$ cat src/rtl/deser_pkg.sv
// Shared types and framing constants for the serial deserializer.
// Both the top module and the output buffer import this package.
package deser_pkg;

    typedef enum logic [1:0] {
        IDLE   = 2'd0,
        DATA   = 2'd1,
        PARITY = 2'd2,
        STOP   = 2'd3
    } deser_state_t;

    localparam logic START_BIT = 1'b0;
    localparam logic STOP_BIT  = 1'b1;

endpackage

$ cat src/rtl/deser_out_buffer.sv
// One-entry valid/ready holding register for assembled words.
// A commit into a full, unconsumed buffer is dropped and flagged.
module deser_out_buffer
    import deser_pkg::*;
#(
    parameter int WIDTH = 8
) (
    input  logic             clk,
    input  logic             reset,
    input  logic             i_commit,
    input  logic [WIDTH-1:0] i_data,
    input  logic             i_ready,
    output logic [WIDTH-1:0] o_data,
    output logic             o_valid,
    output logic             o_overrun
);

    logic [WIDTH-1:0] r_data;
    logic             r_valid;
    logic             r_overrun;
    logic             w_free;

    // Slot is free when empty or being drained this very cycle.
    assign w_free = !r_valid || i_ready;

    always_ff @(posedge clk) begin
        if (!reset) begin
            r_data    <= '0;
            r_valid   <= 1'b0;
            r_overrun <= 1'b0;
        end else begin
            r_overrun <= 1'b0;
            if (i_commit) begin
                if (w_free) begin
                    r_data  <= i_data;
                    r_valid <= 1'b1;
                end else begin
                    r_overrun <= 1'b1;
                end
            end else if (r_valid && i_ready) begin
                r_valid <= 1'b0;
            end
        end
    end

    assign o_data    = r_data;
    assign o_valid   = r_valid;
    assign o_overrun = r_overrun;

endmodule

$ cat src/rtl/serial_deserializer.sv
// Framed serial-to-parallel receiver: start 0, WIDTH data bits LSB first, stop 1.
// Define DESERIALIZER_PARITY_EN to add an even-parity bit before the stop bit.
module serial_deserializer
    import deser_pkg::*;
#(
    parameter  int WIDTH = 8,
    localparam int CNT_W = $clog2(WIDTH)
) (
    input  logic             clk,
    input  logic             reset,
    input  logic             din,
    input  logic             din_valid,
    output logic [WIDTH-1:0] out_data,
    output logic             out_valid,
    input  logic             out_ready,
    output logic             frame_err,
    output logic             overrun,
    output logic             parity_err
);

    deser_state_t     r_state;
    logic [CNT_W-1:0] r_cnt;
    logic [WIDTH-1:0] r_shift;
    logic             r_frame_err;
    logic             w_last;
    logic             w_stop_ok;
    logic             w_par_bad;
    logic             w_commit;

`ifdef DESERIALIZER_PARITY_EN
    logic             r_par;
    logic             r_parity_err;
    assign w_par_bad  = ^{r_shift, r_par};
    assign parity_err = r_parity_err;
`else
    assign w_par_bad  = 1'b0;
    assign parity_err = 1'b0;
`endif

    assign w_last    = (r_cnt == CNT_W'(WIDTH - 1));
    assign w_stop_ok = din_valid && (r_state == STOP) && (din == STOP_BIT);
    assign w_commit  = w_stop_ok && !w_par_bad;

    always_ff @(posedge clk) begin
        if (!reset) begin
            r_state     <= IDLE;
            r_cnt       <= '0;
            r_shift     <= '0;
            r_frame_err <= 1'b0;
`ifdef DESERIALIZER_PARITY_EN
            r_par        <= 1'b0;
            r_parity_err <= 1'b0;
`endif
        end else begin
            r_frame_err <= 1'b0;
`ifdef DESERIALIZER_PARITY_EN
            r_parity_err <= 1'b0;
`endif
            if (din_valid) begin
                unique case (r_state)
                    IDLE: begin
                        if (din == START_BIT) begin
                            r_state <= DATA;
                            r_cnt   <= '0;
                        end
                    end
                    DATA: begin
                        r_shift[r_cnt] <= din;
                        r_cnt          <= r_cnt + 1'b1;
                        if (w_last) begin
`ifdef DESERIALIZER_PARITY_EN
                            r_state <= PARITY;
`else
                            r_state <= STOP;
`endif
                        end
                    end
                    PARITY: begin
`ifdef DESERIALIZER_PARITY_EN
                        r_par <= din;
`endif
                        r_state <= STOP;
                    end
                    STOP: begin
                        // A bad stop bit masks any parity error.
                        r_frame_err <= (din != STOP_BIT);
`ifdef DESERIALIZER_PARITY_EN
                        r_parity_err <= (din == STOP_BIT) && w_par_bad;
`endif
                        r_state <= IDLE;
                    end
                    default: r_state <= IDLE;
                endcase
            end
        end
    end

    assign frame_err = r_frame_err;

    deser_out_buffer #(
        .WIDTH (WIDTH)
    ) u_buf (
        .clk       (clk),
        .reset     (reset),
        .i_commit  (w_commit),
        .i_data    (r_shift),
        .i_ready   (out_ready),
        .o_data    (out_data),
        .o_valid   (out_valid),
        .o_overrun (overrun)
    );

endmodule

$ cat config.mk
export PLATFORM = sky130hd
export DESIGN_NAME = serial_deserializer
export DESIGN_NICKNAME = d
export VERILOG_FILES = /design/src/rtl/deser_pkg.sv /design/src/rtl/deser_out_buffer.sv /design/src/rtl/serial_deserializer.sv
export SDC_FILE = /design/constraint.sdc
export NUM_CORES = 1
export LEC_CHECK = 0
export ABC_AREA = 1
export CAP_MARGIN = 5
export CORE_MARGIN = 8
export CORE_UTILIZATION = 55
export CTS_CLUSTER_DIAMETER = 80
export DETAILED_ROUTE_END_ITERATION = 8
export PLACE_DENSITY = 0.91
export SYNTH_ARGS = -nofsm -noshare
export SYNTH_HDL_FRONTEND = slang
export SYNTH_SLANG_ARGS = --single-unit
$ cat constraint.sdc
create_clock -name clk -period 2.3 [get_ports clk]
set_input_delay 0.46 -clock clk [delete_from_list [all_inputs] [get_ports clk]]
set_output_delay 0.46 -clock clk [all_outputs]
set_load 0.005 [all_outputs]
==> flow_metrics.py <==
metrics = {
    "detailed_routing": {
        "routedWlPerCell_um": 12.0,
        "drtAntennaViolNets": 0,
        "routed_wl_um": 2390,
        "via_count": 1007,
        "via_per_inst": 5.04,
        "dr.pass1.iters": 4,
        "drt_iter0_markers": 50,
        "drcViolationCount": 0,
    },
    "yosys": {
        "synth_top_area_cell": "dfxtp_1",
        "ys.warnings.count": 0,
        "synthDistinctLibCells": 16,
        "synth.top_cell.area_share": 0.440,
        "ys_ff_latch": 24,
        "yosysSeqAreaShare": 0.440,
        "syn_nets": 168,
        "synth_area_um2": 1090,
        "synth_area_leaders": "dfxtp_1 (44%), nand2_1 (13%), nor2_1 (12%), inv_1 (7.2%), ha_1 (6.9%)",
        "syn_inst": 157,
        "synth.avg_cell_area_um2": 6.96,
    },
    "critical_path": {
        "rr_worst_depth": 5,
        "cp_cell_sequence": "clkdlybuf4s50_1",
        "crit_type": "flop to output port",
        "path_buf_inv": 1,
        "critical_path.max_stage_delay_ns": 0.51,
        "cp_data_arrival_time_ns": 1.18,
        "end_kind": "output port",
        "critPathRequiredTime_ns": 1.84,
        "crit_slowest_cell": "clkdlybuf4s50_1",
        "cpLargestDelayFamily": "buffers and inverters",
        "cp_max_fo": 2,
        "startpoint_type": "flop",
        "cp.depth": 1,
    },
    "global_route": {
        "antenna_found_initial": 0,
        "grt_pass1_wl_um": 4090,
        "grt_pass1_vias": 994,
        "grt_max_degree": 17,
        "overflow": 0,
        "grt.total_usage": 0.146,
    },
    "timing": {
        "min_period_over_period": 0.715,
        "hold_violations": 0,
        "setup_viol": 0,
        "min_period_ns": 1.64,
        "max_freq_mhz": 608,
        "hold_slack_ns": 0.497,
        "drv_slew": 0,
        "skew_ns": 0.00208,
        "finalWorstSetupSlack_ns": 0.655,
        "rsz0062_at_grt": "no",
        "fin_tns_setup_ns": 0,
    },
    "layout": {
        "multi_input_area_um2": 510,
        "layout_commonest_cell": "nand2_1",
        "seqCellArea_um2": 480,
        "num-nets-final": 185,
        "area_delta_synth_final_pct": 20.3,
        "fillCellCount": 149,
        "drive_above_1_share": 0.0520,
        "diodes": 0,
        "fin_area_um2": 1310,
        "final_cell_mix": "nand2_1 (37), nor2_1 (35), dfxtp_1 (24)",
    },
    "status": {
        "status": "finished, final reports clean",
    },
    "cts": {
        "clk_path_buf_depth": 2,
        "post_cts_buffers": 0,
        "clk_pin_slew_worst_paths_ns": 0.13,
        "cts.htree.levels": 1,
        "cts-root-buf": "clkbuf_4",
        "cts_resized": 0,
        "cts_tree": "done",
        "hold_buffers": 0,
        "clk_latency_ns": 0.32,
        "cts_buffers": 3,
        "clkSinkCount": 24,
    },
    "die": {
        "placementRows": 16,
        "dieWidth_um": 60.6,
        "ios": 17,
        "coreArea_um2": 1920,
        "die_area_um2": 3670,
        "dieHeight_um": 60.6,
        "start_util": 0.568,
    },
    "pwr": {
        "cellPowerDensity_nw_per_um2": 627,
        "p_leak_uw": 0.000546,
        "vdd_ir_drop_max_uv": 596,
    },
    "worst_hold_path": {
        "worstHoldPathCells": 2,
        "min_path_type": "flop to flop",
    },
    "placement": {
        "dp_slack_ns": 0.406,
        "numPortBuffers": 15,
        "placed_cell_area_um2": 1260,
        "gp_congestion": 0.759,
        "dpl.hpwl_um": 1690,
    },
    "run": {
        "max-cap-violations": 0,
    },
}
## report_power, final
group,switching [µW],total (µW),internal (µW)
Sequential,8.27,433,425
Clock,129,305,176
Combinational,52.7,85.4,32.7
## worst paths after layout
kind,startpoint,end,slack [ns]
worst min-delay path,u_buf.o_data[3]$_SDFFE_PN0P_,u_buf.o_data[3]$_SDFFE_PN0P_,0.50
worst max-delay path,u_buf.o_data[7]$_SDFFE_PN0P_,out_data[7],0.66
worst max register to register,r_state[0]$_SDFFE_PN0P_,r_cnt[0]$_SDFFE_PN0P_,0.85
worst min register to register,u_buf.o_data[3]$_SDFFE_PN0P_,u_buf.o_data[3]$_SDFFE_PN0P_,0.50
## flip-flops by register name, indices dropped and copies added (netlist names)
register,flops
u_buf.o_overrun,1
r_shift,8
u_buf.o_data,8
r_cnt,3
r_state,2
frame_err,1
u_buf.o_valid,1
## synthesized netlist by cell type
library cell,n
nand2_1,37
nor2_1,35
dfxtp_1,24
inv_1,21
a21oi_1,12
nand3_1,10
ha_1,6
buf_4,2
nand4_1,2
nor2_2,2
buf_1,1
clkbuf_1,1
conb_1,1
nand3_2,1
nor2_4,1
nor3_1,1
## metal layers
layer  vias to the layer above  wire length (µm)  GRT usage
li1                        511                 -          -
met1                       434               907      0.136
met2                        51              1230      0.270
met3                        11               167     0.0360
met4                         0                89      0.103
met5                         -                 0          0
## per-stage QoR
stage / total power [µW] / utilization / cells
after floorplan: 498 / - / 157
after global placement: 518 / 0.656 / 196
after detailed placement: 524 / 0.656 / 196
after CTS: 823 / 0.684 / 200
after global routing: 857 / 0.684 / 200
final: 823 / 0.684 / 200
## logic make-up after synthesis
group / count (synthesis) / synth area share
AND/OR/NAND/NOR: 89 / 0.340
flip-flops: 24 / 0.440
other: 1 / 0.00343
buffers and inverters: 25 / 0.0928
adder cells (fa/ha/maj): 6 / 0.0687
AO/OA/AOI/OAI: 12 / 0.0550
## area by class of cell
type | instances | share of cell area
clock buffers | 3 | 0.0171
repair buffers | 16 | 0.120
multi-input cells | 108 | 0.389
clock inverters | 1 | 0.0229
inverters | 21 | 0.0600
flip-flops and latches | 24 | 0.366
well taps | 27 | 0.0257
(Power assumes the default switching activity.)
